**src/rtl/alu_pkg.sv**
```systemverilog
// Shared types and constants for the ALU result stage.
// Opcodes, flag bit positions, skid buffer state encoding, flag vector width.
// Optional feature macro: ALU_PARITY_FLAG_EN (adds P flag as flags[4]).
package alu_pkg;

    typedef enum logic [1:0] {
        OP_AND = 2'b00,
        OP_OR  = 2'b01,
        OP_ADD = 2'b10,
        OP_SUB = 2'b11
    } op_e;

    localparam int FLG_Z = 0;
    localparam int FLG_N = 1;
    localparam int FLG_C = 2;
    localparam int FLG_V = 3;
    localparam int FLG_P = 4;

`ifdef ALU_PARITY_FLAG_EN
    localparam int FLAGS_W = 5;
`else
    localparam int FLAGS_W = 4;
`endif

    typedef enum logic [1:0] {
        EMPTY = 2'b00,
        ONE   = 2'b01,
        FULL  = 2'b10
    } buf_state_e;

endpackage

```
**src/rtl/alu_skid_buffer.sv**
```systemverilog
// Generic 2-entry valid/ready buffer (main + skid entry), payload width DW.
// Latency 1 cycle from accept to o_valid; full throughput when downstream is ready.
// o_in_ready is a flop (no comb path from i_out_ready); deasserts only when both entries hold data.
// Ports: clk, rst (sync, active-high), i_valid/o_in_ready/i_dat upstream,
//        o_valid/i_out_ready/o_dat downstream.
module alu_skid_buffer
    import alu_pkg::*;
#(
    parameter int DW = 20
) (
    input  logic          clk,
    input  logic          rst,
    input  logic          i_valid,
    output logic          o_in_ready,
    input  logic [DW-1:0] i_dat,
    output logic          o_valid,
    input  logic          i_out_ready,
    output logic [DW-1:0] o_dat
);

    buf_state_e    r_state;
    buf_state_e    w_state_nxt;
    logic [DW-1:0] r_main;
    logic [DW-1:0] r_skid;
    logic [DW-1:0] w_main_nxt;
    logic [DW-1:0] w_skid_nxt;
    logic          r_out_valid;
    logic          r_in_ready;
    logic          w_acc;
    logic          w_emit;

    assign w_acc  = i_valid && r_in_ready;
    assign w_emit = r_out_valid && i_out_ready;

    always_comb begin
        w_state_nxt = r_state;
        w_main_nxt  = r_main;
        w_skid_nxt  = r_skid;
        case (r_state)
            EMPTY: begin
                if (w_acc) begin
                    w_main_nxt  = i_dat;
                    w_state_nxt = ONE;
                end
            end
            ONE: begin
                if (w_acc && w_emit) begin
                    w_main_nxt = i_dat;
                end else if (w_emit) begin
                    w_state_nxt = EMPTY;
                end else if (w_acc) begin
                    // Main is stalled at the output; park the new beat behind it.
                    w_skid_nxt  = i_dat;
                    w_state_nxt = FULL;
                end
            end
            FULL: begin
                // in_ready is low here, so only an emit can occur.
                if (w_emit) begin
                    w_main_nxt  = r_skid;
                    w_state_nxt = ONE;
                end
            end
            default: begin
                w_state_nxt = EMPTY;
            end
        endcase
    end

    always_ff @(posedge clk) begin
        if (rst) begin
            r_state     <= EMPTY;
            r_main      <= '0;
            r_skid      <= '0;
            r_out_valid <= 1'b0;
            r_in_ready  <= 1'b1;
        end else begin
            r_state     <= w_state_nxt;
            r_main      <= w_main_nxt;
            r_skid      <= w_skid_nxt;
            // Handshake outputs are registered copies of the next-state decode.
            r_out_valid <= (w_state_nxt != EMPTY);
            r_in_ready  <= (w_state_nxt != FULL);
        end
    end

    assign o_valid    = r_out_valid;
    assign o_in_ready = r_in_ready;
    assign o_dat      = r_main;

endmodule

```
**src/rtl/alu_result_stage.sv**
```systemverilog
// ALU output stage: selects unit result by opcode, computes {P,}V,C,N,Z, counts emitted beats.
// Latency 1 cycle (accept edge -> result/flags valid); registered outputs.
// Backpressure absorbed by a 2-entry skid buffer; in_ready drops only when both entries are full.
// Ports: clk, rst (sync, active-high); in_valid/in_ready, op, a, b, and_res/or_res/add_res/sub_res,
//        add_co, sub_bo upstream; out_valid/out_ready, result, flags, xfer_cnt downstream.
// Macro ALU_PARITY_FLAG_EN: when defined, flags grows to 5 bits with P = ^result at flags[4].
module alu_result_stage
    import alu_pkg::*;
#(
    parameter int W = 16
) (
    input  logic               clk,
    input  logic               rst,
    input  logic               in_valid,
    output logic               in_ready,
    input  logic [1:0]         op,
    input  logic [W-1:0]       a,
    input  logic [W-1:0]       b,
    input  logic [W-1:0]       and_res,
    input  logic [W-1:0]       or_res,
    input  logic [W-1:0]       add_res,
    input  logic [W-1:0]       sub_res,
    input  logic               add_co,
    input  logic               sub_bo,
    output logic               out_valid,
    input  logic               out_ready,
    output logic [W-1:0]       result,
    output logic [FLAGS_W-1:0] flags,
    output logic [15:0]        xfer_cnt
);

    logic [W-1:0]         w_result;
    logic [FLAGS_W-1:0]   w_flags;
    logic [FLAGS_W+W-1:0] w_buf_out;
    logic                 w_out_valid;
    logic [15:0]          r_xfer_cnt;

    always_comb begin
        w_result = '0;
        w_flags  = '0;
        case (op_e'(op))
            OP_AND: w_result = and_res;
            OP_OR:  w_result = or_res;
            OP_ADD: begin
                w_result       = add_res;
                w_flags[FLG_C] = add_co;
                // Same-sign operands producing an opposite-sign sum.
                w_flags[FLG_V] = (a[W-1] == b[W-1]) && (add_res[W-1] != a[W-1]);
            end
            OP_SUB: begin
                w_result       = sub_res;
                w_flags[FLG_C] = sub_bo;
                // Opposite-sign operands where the difference takes b's sign.
                w_flags[FLG_V] = (a[W-1] != b[W-1]) && (sub_res[W-1] != a[W-1]);
            end
            default: w_result = '0;
        endcase
        w_flags[FLG_Z] = (w_result == '0);
        w_flags[FLG_N] = w_result[W-1];
`ifdef ALU_PARITY_FLAG_EN
        w_flags[FLG_P] = ^w_result;
`endif
    end

    alu_skid_buffer #(
        .DW (FLAGS_W + W)
    ) u_skid (
        .clk         (clk),
        .rst         (rst),
        .i_valid     (in_valid),
        .o_in_ready  (in_ready),
        .i_dat       ({w_flags, w_result}),
        .o_valid     (w_out_valid),
        .i_out_ready (out_ready),
        .o_dat       (w_buf_out)
    );

    always_ff @(posedge clk) begin
        if (rst) begin
            r_xfer_cnt <= '0;
        end else if (w_out_valid && out_ready) begin
            r_xfer_cnt <= r_xfer_cnt + 16'd1;
        end
    end

    assign out_valid = w_out_valid;
    assign result    = w_buf_out[W-1:0];
    assign flags     = w_buf_out[FLAGS_W+W-1:W];
    assign xfer_cnt  = r_xfer_cnt;

endmodule
```
**config.mk**
```make
export PLATFORM = sky130hd
export DESIGN_NAME = alu_result_stage
export DESIGN_NICKNAME = d
export VERILOG_FILES = /design/src/rtl/alu_pkg.sv /design/src/rtl/alu_skid_buffer.sv /design/src/rtl/alu_result_stage.sv
export SDC_FILE = /design/constraint.sdc
export NUM_CORES = 1
export LEC_CHECK = 0
export ABC_AREA = 0
export ABC_CLOCK_PERIOD_IN_PS = 2200
export CAP_MARGIN = 0
export CORE_UTILIZATION = 40
export DETAILED_ROUTE_END_ITERATION = 8
export PLACE_DENSITY_LB_ADDON = 0.3
export REMOVE_ABC_BUFFERS = 1
export SLEW_MARGIN = 5
export SYNTH_ARGS = -nofsm -noshare
export SYNTH_HDL_FRONTEND = slang
export SYNTH_SLANG_ARGS = --single-unit
```
**constraint.sdc**
```tcl
create_clock -name clk -period 2.2 [get_ports clk]
set_input_delay 0.55 -clock clk [delete_from_list [all_inputs] [get_ports clk]]
set_output_delay 0.55 -clock clk [all_outputs]
set_load 0.02 [all_outputs]
```
==> results of run 1 <==
[flip-flops by register name, indices dropped and copies added (netlist names)]
signal             flops
u_skid.o_dat          19
u_skid.o_in_ready      1
u_skid.o_valid         1
u_skid.r_skid         19
u_skid.r_state         2
xfer_cnt              16
[layout by cell type (no fill, tap or decap), types with 6 or more instances in the layout]
cell	Yosys	routed
nor3_1	18	18
a211oi_1	18	18
clkdlybuf4s50_1	0	109
buf_4	1	34
mux2i_1	19	19
clkbuf_8	0	11
nand2_1	46	46
nor2_1	15	15
dfxtp_1	58	58
inv_1	6	6
a21oi_1	26	25
mux4_2	13	15
xor2_1	8	8
[what timing repair did]
action                                  4_1_cts  5_1_grt
gates resized for setup                       9        0
endpoints found under the setup margin        2        0
buffers inserted                              2        0
[per-layer routing]
layer  share of wire  up-vias  wire length (um)  global-route usage
met5               0        -                 0                   0
li1                -     1424                 -                   -
met2            0.52      113              4069              0.3895
met1            0.40     1360              3110              0.2343
met3           0.071       11               556             0.06716
met4           0.014        0               106             0.08798
[critical path, delay by kind of cell]
kind                   cells  cell delay [ps]
AO/OA/AOI/OAI              2              440
buffers and inverters      3              490
multiplexers               1              530
AND/OR/NAND/NOR            1              310
[layout make-up]
type | count | area [sq um] | share of cell area
inverter | 6 | 22.52 | 0.004844
timing repair buffer | 150 | 1443 | 0.3103
sequential | 58 | 1161 | 0.2497
tap | 99 | 123.9 | 0.02664
multi-input combinational | 226 | 1695 | 0.3646
clock buffer | 11 | 151.4 | 0.03256
clock inverter | 5 | 52.55 | 0.01130
[logic make-up (layout without fill, tap and decap cells)]
kind of cell,after synthesis,in the layout
buffers and inverters,33,172
and+or+nand+nor,119,119
xor gates and xnor gates,9,9
AOI/OAI and AO/OA,59,59
DFF,58,58
adders and majority gates,1,1
muxes,38,38
[power by group through the flow]
stage / registers (mW) / clock network, mW / logic, mW
global route: 1.20 / 1.08 / 0.901
detailed placement: 1.21 / 0 / 0.821
CTS: 1.19 / 1.03 / 0.842
floorplan: 1.28 / 0 / 0.289
global placement: 1.21 / 0 / 0.810
finish: 1.19 / 1.01 / 0.837
[worst max path at each step]
stage / start / cells past startpoint / slack (ps) / endpoint
6_report: op[0] / 7 / 130 / u_skid.o_dat[16]$_SDFFE_PP0P_
3_3_place_gp: op[0] / 6 / -470 / u_skid.o_dat[16]$_SDFFE_PP0P_
4_1_cts: op[0] / 7 / 140 / u_skid.o_dat[16]$_SDFFE_PP0P_
2_1_floorplan: u_skid.r_state[0]$_SDFF_PP0_ / 4 / -410 / u_skid.o_dat[0]$_SDFFE_PP0P_
5_1_grt: op[0] / 7 / 60 / u_skid.o_dat[16]$_SDFFE_PP0P_
3_5_place_dp: op[0] / 6 / -510 / u_skid.o_dat[16]$_SDFFE_PP0P_
==> results.tsv, run 1 <==
stage	metric	value	unit
status	run_status	finished, final reports clean	
synth	synth_top_area_share	0.3893	
power_and_ir_drop	p_comb_frac	0.276	
synth	yosys.area_share.simple	0.1963	
layout	num_antenna_cells	0	
detailed_routing	drc_errors	0	
worst_setup_path	max_stage_delay	530	ps
synth	synth_area	2983	sq um
min_path	whs_path_depth	2	
synth	synthAdderAreaFrac	0.004195	
global_route	grt_usage	0.2159	
floorplanning	fp-row-count	31	
detailed_routing	postRouteAntennaNets	0	
floorplanning	die_w	88.36	um
worst_setup_path	crit_arrival	2330	ps
clock_tree	clockBufferDepth	2	
detailed_routing	wl_per_cell	14.13	um
synth	ys_seq_area_frac	0.3893	
power_and_ir_drop	clkPwrFrac	0.333	
timing	rsz0062_at_grt	false	
synth	synth_edf_count	0	
synth	yosysMostFrequentCell	dfxtp_1	
power_and_ir_drop	switching_share	0.2832	
min_path	min_to	u_skid.r_skid[4]$_SDFFE_PP0P_	
synth	synth_commonest_cells	dfxtp_1, nand2_1, a21oi_1	
floorplanning	fp.dieArea	7807	sq um
power_and_ir_drop	power	3.030	mW
detailed_routing	firstDrtPassIters	5	
clock_tree	cts.sinks	58	
floorplanning	core_area	7214	sq um
clock_tree	htreeDepth	3	
layout	final_area	4649	sq um
global_route	grt_pass1_wl	12660	um
synth	synth-xor-area-share	0.02643	
synth	synth_compound_area_frac	0.1279	
timing	hold_violations	0	
detailed_routing	num_vias	2908	
synth	synth_cells	317	
layout	drive_gt1_frac	0.1689	
timing	tightest_slew	610.0	ps
synth	synthArstFlopShare	0	
power_and_ir_drop	seqPwrFrac	0.391	
global_route	overflow	0	
worst_setup_path	required	2460	ps
timing	max-slew-margin-rel	0.5933	
placement	placement.io_buffers	111	
placement	postPlaceCellArea	4389	sq um
worst_setup_path	cp-start-kind	input port	
placement	gp_congestion	0.7640	
power_and_ir_drop	p_int	2.172	mW
floorplanning	ios	142	
detailed_routing	wl	7842	um
worst_setup_path	r2r_slack	450	ps
placement	dp_slack	-510.0	ps
layout	area_growth	55.87	%
worst_setup_path	reg2reg_depth	4	
global_route	grt_max_degree	59	
timing	fmax	483.3	MHz
placement	dp_cells	537	
clock_tree	cts_buffers	9	
global_route	antenna_found_initial	0	
timing	fin_crit	2069	ps
timing	setup_viol_count_final	0	
worst_setup_path	cp-end-kind	flip-flop	
flow_run	cap_viol_max_count	0	
timing	fin_crit_sh	0.9405	
global_route	grt_pass1_vias	2760	
synth	synth_mux_area_frac	0.2047	
timing	hold_slack	454.7	ps
power_and_ir_drop	power_density	651.8	nW/um^2
power_and_ir_drop	leakage	1.788	nW
timing	fin_tns_setup	0	ps
synth	synth.distinct_cells	47	
layout	nets	556	
floorplanning	die_y	88.36	um
clock_tree	tritoncts	done	
layout	stdcell_count	555	
worst_setup_path	r2r_start	xfer_cnt[5]$_SDFFE_PP0P_	
power_and_ir_drop	peakVddDrop	297.1	uV
clock_tree	cts.clk_slew.worst_paths	70	ps
worst_setup_path	crit_path_max_fanout	2	
floorplanning	start_util	0.4135	
timing	skew	7.202	ps
synth	syn_area_per_cell	9.410	sq um
synth	synth_top_family_by_area	multiplexers	
layout	nFillCells	629	
synth	synth.area.top_cells	dfxtp_1, mux4_2, mux2i_1	
clock_tree	cts-root-buf	clkbuf_8	
min_path	hp-start	u_skid.r_skid[4]$_SDFFE_PP0P_	
synth	synth_seq_cells	58	
worst_setup_path	rr_endpoint	xfer_cnt[15]$_SDFFE_PP0P_	
layout	fin_util	0.6445	
detailed_routing	vias_per_cell	5.240	
timing	finalMaxSlewViolations	0	
worst_setup_path	crit_chain	dlygate4sd2_1 -> buf_6 -> buf_4 -> mux4_2 -> nor4_4 -> o2111ai_2 -> o32ai_2	
timing	layout_setup_ws	131.0	ps
worst_setup_path	crit_slowest_cell	mux4_2	
detailed_routing	drt_iter0_markers	98	
min_path	min_path_type	reg2reg	
synth	synth_top_cell_by_area	dfxtp_1	
clock_tree	clock_latency	340	ps
power_and_ir_drop	p_switching	858.1	uW
placement	dp_hpwl	5893	um
synth	synth_ff_type	dfxtp_1	
synth	yosys_warnings	0	
clock_tree	cts_hold_buf	0	
worst_setup_path	path_class	in2reg	
(Power assumes the default switching activity.)
==> run 2: changes to the inputs <==
--- a/config.mk
+++ b/config.mk
@@ -8,7 +8,7 @@
 export ABC_AREA = 0
 export ABC_CLOCK_PERIOD_IN_PS = 2200
 export CAP_MARGIN = 0
-export CORE_UTILIZATION = 40
+export CORE_UTILIZATION = 41
 export DETAILED_ROUTE_END_ITERATION = 8
 export PLACE_DENSITY_LB_ADDON = 0.3
 export REMOVE_ABC_BUFFERS = 1
==> results.tsv, run 2 (same netlist as run 1, synthesis figures left out) <==
stage	metric	value	unit	change
detailed_routing	postRouteAntennaNets	0		unchanged
worst_setup_path	cp-endpoint	u_skid.o_dat[16]$_SDFFE_PP0P_		
detailed_routing	wl_met2	4110	um	+1.0%
floorplanning	die_w	87.30	um	-1.2%
detailed_routing	num_vias	2927		+0.65%
layout	nFillCells	584		-7.2%
global_route	grt_pass1_vias	2856		+3.5%
power_and_ir_drop	p_comb_frac	0.281		+0.005
worst_setup_path	crit_slowest_cell	mux4_2		
worst_setup_path	crit_chain	dlygate4sd2_1 -> bufbuf_16 -> mux4_2 -> nor4_4 -> o2111ai_2 -> o32ai_2		
worst_setup_path	crit_arrival	2350	ps	+20 ps
power_and_ir_drop	p_switching	836.3	uW	-2.6%
clock_tree	cts_buffers	9		unchanged
timing	hold_slack	455.7	ps	+1.032 ps
floorplanning	fp-row-count	30		-3.2%
layout	nets	561		+0.90%
clock_tree	cts_hold_buf	0		unchanged
layout	num_antenna_cells	0		unchanged
worst_setup_path	cp-start-kind	input port		
worst_setup_path	required	2450	ps	about the same
status	run_status	finished, final reports clean		
placement	dp_hpwl	6030	um	+2.3%
power_and_ir_drop	peakVddDrop	299.9	uV	+0.93%
detailed_routing	wl_per_cell	14.50	um	+2.6%
timing	fmax	476.9	MHz	-1.3%
clock_tree	clock_latency	340	ps	about the same
floorplanning	ios	142		unchanged
timing	setup_viol_count_final	0		unchanged
timing	fin_crit	2097	ps	+27.69 ps
timing	max-slew-margin-rel	0.5950		+0.001706
power_and_ir_drop	power	3.023	mW	-0.23%
detailed_routing	wl_met3	561	um	+0.90%
timing	tightest_slew	607.5	ps	-2.560 ps
power_and_ir_drop	seqPwrFrac	0.393		+0.002
detailed_routing	drt_iter0_markers	114		+16%
placement	gp_congestion	0.7811		+2.2%
detailed_routing	highest_layer	met4		
worst_setup_path	cp.depth	6		-1
timing	skew	7.195	ps	-0.006710 ps
worst_setup_path	cp-startpoint	op[0]		
clock_tree	cts.clk_slew.worst_paths	60	ps	about the same
worst_setup_path	rr_endpoint	xfer_cnt[15]$_SDFFE_PP0P_		
worst_setup_path	cp_top_family	buffers and inverters		
layout	mostFrequentLayoutCell	clkdlybuf4s50_1		
floorplanning	die_y	87.30	um	-1.2%
clock_tree	htreeDepth	3		unchanged
global_route	grt_usage	0.2268		+0.01090
worst_setup_path	reg2reg_depth	4		unchanged
worst_setup_path	max_stage_delay	530	ps	about the same
timing	fin_crit_sh	0.9531		+0.01259
layout	final_cell_mix	clkdlybuf4s50_1, dfxtp_1, nand2_1, buf_4, a21oi_1		
detailed_routing	wl	8076	um	+3.0%
worst_setup_path	crit_path_max_fanout	7		+5
power_and_ir_drop	power_density	641.3	nW/um^2	-1.6%
detailed_routing	wl_met1	3324	um	+6.9%
timing	finalMaxSlewViolations	0		unchanged
timing	rsz0062_at_grt	false		
detailed_routing	drc_errors	0		unchanged
layout	area_growth	58.05	%	
worst_setup_path	cp-end-kind	flip-flop		
floorplanning	fp.dieArea	7620	sq um	-2.4%
power_and_ir_drop	clkPwrFrac	0.327		-0.006
clock_tree	cts-root-buf	clkbuf_8		
detailed_routing	firstDrtPassIters	4		-1
global_route	grt_pass1_wl	13100	um	+3.5%
clock_tree	cts.sinks	58		unchanged
worst_setup_path	r2r_slack	480	ps	+30 ps
detailed_routing	vias_per_cell	5.255		+0.29%
worst_setup_path	path_buf_inv	2		-1
power_and_ir_drop	leakage	1.840	nW	+2.9%
global_route	antenna_found_initial	0		unchanged
placement	placement.io_buffers	111		unchanged
flow_run	cap_viol_max_count	0		unchanged
global_route	overflow	0		unchanged
min_path	min_path_type	reg2reg		
floorplanning	start_util	0.4319		+0.01843
layout	drive_gt1_frac	0.1692		+0.0003377
floorplanning	core_area	6907	sq um	-4.3%
power_and_ir_drop	switching_share	0.2766		-0.006574
power_and_ir_drop	p_int	2.187	mW	+0.68%
global_route	grt_max_degree	59		unchanged
worst_setup_path	r2r_start	xfer_cnt[5]$_SDFFE_PP0P_		
clock_tree	clockBufferDepth	2		unchanged
clock_tree	tritoncts	done		
worst_setup_path	path_class	in2reg		
timing	hold_violations	0		unchanged
-- run 2: worst register-to-register path: cells and delay by family, from the launching register on --
kind / cells / cell delay, ps
flip-flops: 1 / 410
multiplexers: 1 / 340
AND/OR/NAND/NOR: 3 / 860
-- run 2: power by group through the flow --
stage / Sequential [mW] / Combinational, mW / Clock (mW)
after floorplan: 1.28 / 0.289 / 0
after global placement: 1.21 / 0.812 / 0
after detailed placement: 1.21 / 0.826 / 0
after CTS: 1.19 / 0.851 / 1.01
after global routing: 1.20 / 0.915 / 1.05
final: 1.19 / 0.848 / 0.988
-- run 2: per-stage QoR --
stage / worst slack (ps) / util / cell area (sq um) / cells / TNS (ps)
2_1_floorplan: -410.9 / - / 2853 / 290 / -7510
3_3_place_gp: -483.2 / 0.6400 / 4420 / 537 / -4407
3_5_place_dp: -533.7 / 0.6400 / 4420 / 537 / -5570
4_1_cts: 55.08 / 0.6813 / 4706 / 557 / 0
5_1_grt: 28.43 / 0.6826 / 4715 / 557 / 0
6_report: 103.3 / 0.6826 / 4715 / 557 / 0
-- run 2: final cells by class --
class	instances	area (sq um)	area share
Sequential cell	58	1161	0.2463
Tap cell	96	120.1	0.02548
Inverter	6	22.52	0.004777
Timing Repair Buffer	155	1504	0.3190
Clock inverter	2	35.03	0.007431
Multi-Input combinational cell	226	1709	0.3625
Clock buffer	14	162.7	0.03450
-- run 2: how the worst min path moves through the flow --
stage | from | slack (ps) | depth (start not counted) | end
floorplan | u_skid.r_skid[0]$_SDFFE_PP0P_ | 430 | 2 | u_skid.r_skid[0]$_SDFFE_PP0P_
global placement | u_skid.r_skid[8]$_SDFFE_PP0P_ | 440 | 2 | u_skid.r_skid[8]$_SDFFE_PP0P_
detailed placement | u_skid.r_skid[8]$_SDFFE_PP0P_ | 450 | 2 | u_skid.r_skid[8]$_SDFFE_PP0P_
CTS | u_skid.r_skid[8]$_SDFFE_PP0P_ | 450 | 2 | u_skid.r_skid[8]$_SDFFE_PP0P_
global route | u_skid.r_skid[19]$_SDFFE_PP0P_ | 490 | 2 | u_skid.r_skid[19]$_SDFFE_PP0P_
finish | u_skid.r_skid[4]$_SDFFE_PP0P_ | 460 | 2 | u_skid.r_skid[4]$_SDFFE_PP0P_
-- run 2: routing by layer --
| layer | GRT usage | up-vias |
|---|---|---|
| li1 | - | 1432 |
| met4 | 0.06855 | 0 |
| met1 | 0.2684 | 1372 |
| met2 | 0.3942 | 113 |
| met3 | 0.06825 | 10 |
| met5 | 0 | - |
-- run 2: repair_timing --
action | 4_1_cts | 5_1_grt
cloned | 1 | 0
buffers inserted | 3 | 0
resized for setup | 6 | 2
setup endpoints to repair | 2 | 2
pin swaps | 2 | 0
==> run 3: changes to the inputs <==
--- a/config.mk
+++ b/config.mk
@@ -10,6 +10,7 @@
 export CAP_MARGIN = 0
 export CORE_UTILIZATION = 41
 export DETAILED_ROUTE_END_ITERATION = 8
+export MAX_ROUTING_LAYER = met4
 export PLACE_DENSITY_LB_ADDON = 0.3
 export REMOVE_ABC_BUFFERS = 1
 export SLEW_MARGIN = 5
==> results.tsv, run 3 (same netlist as run 1, synthesis figures left out) <==
stage	metric	value	unit	change
worst_setup_path	crit_arrival	2350	ps	about the same
floorplanning	start_util	0.4319		unchanged
detailed_routing	postRouteAntennaNets	0		unchanged
floorplanning	fp.dieArea	7620	sq um	unchanged
placement	placement.io_buffers	111		unchanged
clock_tree	clock_latency	340	ps	about the same
min_path	min_path_type	reg2reg		
clock_tree	cts_buffers	9		unchanged
clock_tree	cts.clk_slew.worst_paths	60	ps	about the same
placement	gp_congestion	0.7918		+1.4%
power_and_ir_drop	power_density	641.5	nW/um^2	about the same
detailed_routing	vias_per_cell	5.259		about the same
global_route	antenna_found_initial	0		unchanged
min_path	whs_path_depth	2		unchanged
power_and_ir_drop	leakage	1.840	nW	unchanged
timing	finalMaxSlewViolations	0		unchanged
timing	skew	7.026	ps	-0.1692 ps
detailed_routing	firstDrtPassIters	4		unchanged
timing	max-slew-margin-rel	0.5975		+0.002442
global_route	grt_max_degree	59		unchanged
placement	postPlaceCellArea	4420	sq um	unchanged
clock_tree	cts-root-buf	clkbuf_8		
timing	setup_viol_count_final	0		unchanged
layout	num_antenna_cells	0		unchanged
layout	final_cell_mix	clkdlybuf4s50_1, dfxtp_1, nand2_1, buf_4, a21oi_1		
placement	dp_hpwl	6030	um	unchanged
clock_tree	htreeDepth	3		unchanged
status	run_status	finished, final reports clean		
clock_tree	cts_hold_buf	0		unchanged
layout	nets	561		unchanged
detailed_routing	drc_errors	0		unchanged
floorplanning	die_y	87.30	um	unchanged
clock_tree	clockBufferDepth	2		unchanged
layout	drive_gt1_frac	0.1692		unchanged
timing	fin_tns_setup	0	ps	unchanged
clock_tree	cts.sinks	58		unchanged
floorplanning	core_area	6907	sq um	unchanged
layout	area_growth	58.05	%	unchanged
worst_setup_path	reg2reg_depth	4		unchanged
detailed_routing	drt_iter0_markers	116		+1.8%
detailed_routing	num_vias	2929		+0.068%
timing	fin_crit	2098	ps	+1.650 ps
power_and_ir_drop	peakVddDrop	299.4	uV	-0.16%
global_route	grt_usage	0.2333		+0.006523
timing	fmax	476.6	MHz	about the same
worst_setup_path	max_stage_delay	530	ps	about the same
worst_setup_path	crit_slowest_cell	mux4_2		
detailed_routing	wl_per_cell	14.49	um	about the same
timing	fin_crit_sh	0.9538		about the same
floorplanning	die_w	87.30	um	unchanged
timing	rsz0062_at_grt	false		
worst_setup_path	required	2450	ps	about the same
worst_setup_path	path_class	in2reg		
timing	hold_violations	0		unchanged
global_route	grt_pass1_vias	2859		+0.11%
floorplanning	fp-row-count	30		unchanged
floorplanning	ios	142		unchanged
global_route	overflow	0		unchanged
clock_tree	tritoncts	done		
flow_run	cap_viol_max_count	0		unchanged
worst_setup_path	cp-start-kind	input port		
layout	final_area	4715	sq um	unchanged
detailed_routing	wl	8071	um	about the same
global_route	grt_pass1_wl	13110	um	about the same
worst_setup_path	crit_path_max_fanout	7		unchanged
worst_setup_path	crit_chain	dlygate4sd2_1 -> bufbuf_16 -> mux4_2 -> nor4_4 -> o2111ai_2 -> o32ai_2		
worst_setup_path	cp-end-kind	flip-flop		
timing	tightest_slew	603.8	ps	-3.663 ps
layout	mostFrequentLayoutCell	clkdlybuf4s50_1		
==> run 3: metrics by stage <==
stage          utilization  cells  power (mW)  hold WS [ps]  worst slack [ps]
2_1_floorplan            -    290       1.569         429.6            -410.9
3_3_place_gp        0.6400    537       2.018         440.6            -483.2
3_5_place_dp        0.6400    537       2.034         446.1            -533.7
4_1_cts             0.6813    557       3.047         454.6             55.08
5_1_grt             0.6826    557       3.166         490.0             28.43
6_report            0.6826    557       3.024         455.8             101.6
==> run 3: final cells by class <==
class / count / area (sq um)
multi-input combinational: 226 / 1709
inverter: 6 / 22.52
timing repair buffer: 155 / 1504
clock buffer: 14 / 162.7
sequential: 58 / 1161
tap: 96 / 120.1
fill: 584 / 2192
clock inverter: 2 / 35.03
==> run 3: layer usage <==
| layer | track usage | share of wire | vias to the layer above |
|---|---|---|---|
| met5 | - | 0 | - |
| met4 | 0.06855 | 0.0094 | 0 |
| met3 | 0.06066 | 0.060 | 10 |
| met2 | 0.3942 | 0.51 | 110 |
| met1 | 0.2726 | 0.42 | 1376 |
| li1 | - | - | 1433 |
==> run 3: power by group <==
group	leakage (nW)	total, mW	internal (mW)	switching, mW
clock	0.101	0.989	0.585	0.405
sequential	0.473	1.19	1.13	0.0523
combinational	1.27	0.849	0.468	0.381
total	1.84	3.02	2.19	0.837
==> run 3: path summary, 6_finish.rpt <==
path                                               startpoint                       endpoint  slack, ps
worst max-delay path                                    op[0]  u_skid.o_dat[16]$_SDFFE_PP0P_        100
worst min-delay path            u_skid.r_skid[4]$_SDFFE_PP0P_  u_skid.r_skid[4]$_SDFFE_PP0P_        460
worst max register to register       xfer_cnt[5]$_SDFFE_PP0P_      xfer_cnt[15]$_SDFFE_PP0P_        480
worst min register to register  u_skid.r_skid[4]$_SDFFE_PP0P_  u_skid.r_skid[4]$_SDFFE_PP0P_        460
==> run 3: critical path, delay by kind of cell <==
kind	cells	cell delay [ps]
compound gates	2	450
buf+inv	2	550
mux	1	530
simple gates	1	260
==> run 3: timing repair <==
action | in CTS | in global routing
resized for setup | 6 | 2
pin swaps | 2 | 0
setup buffers | 3 | 0
cloned | 1 | 0
setup endpoints to repair | 2 | 2
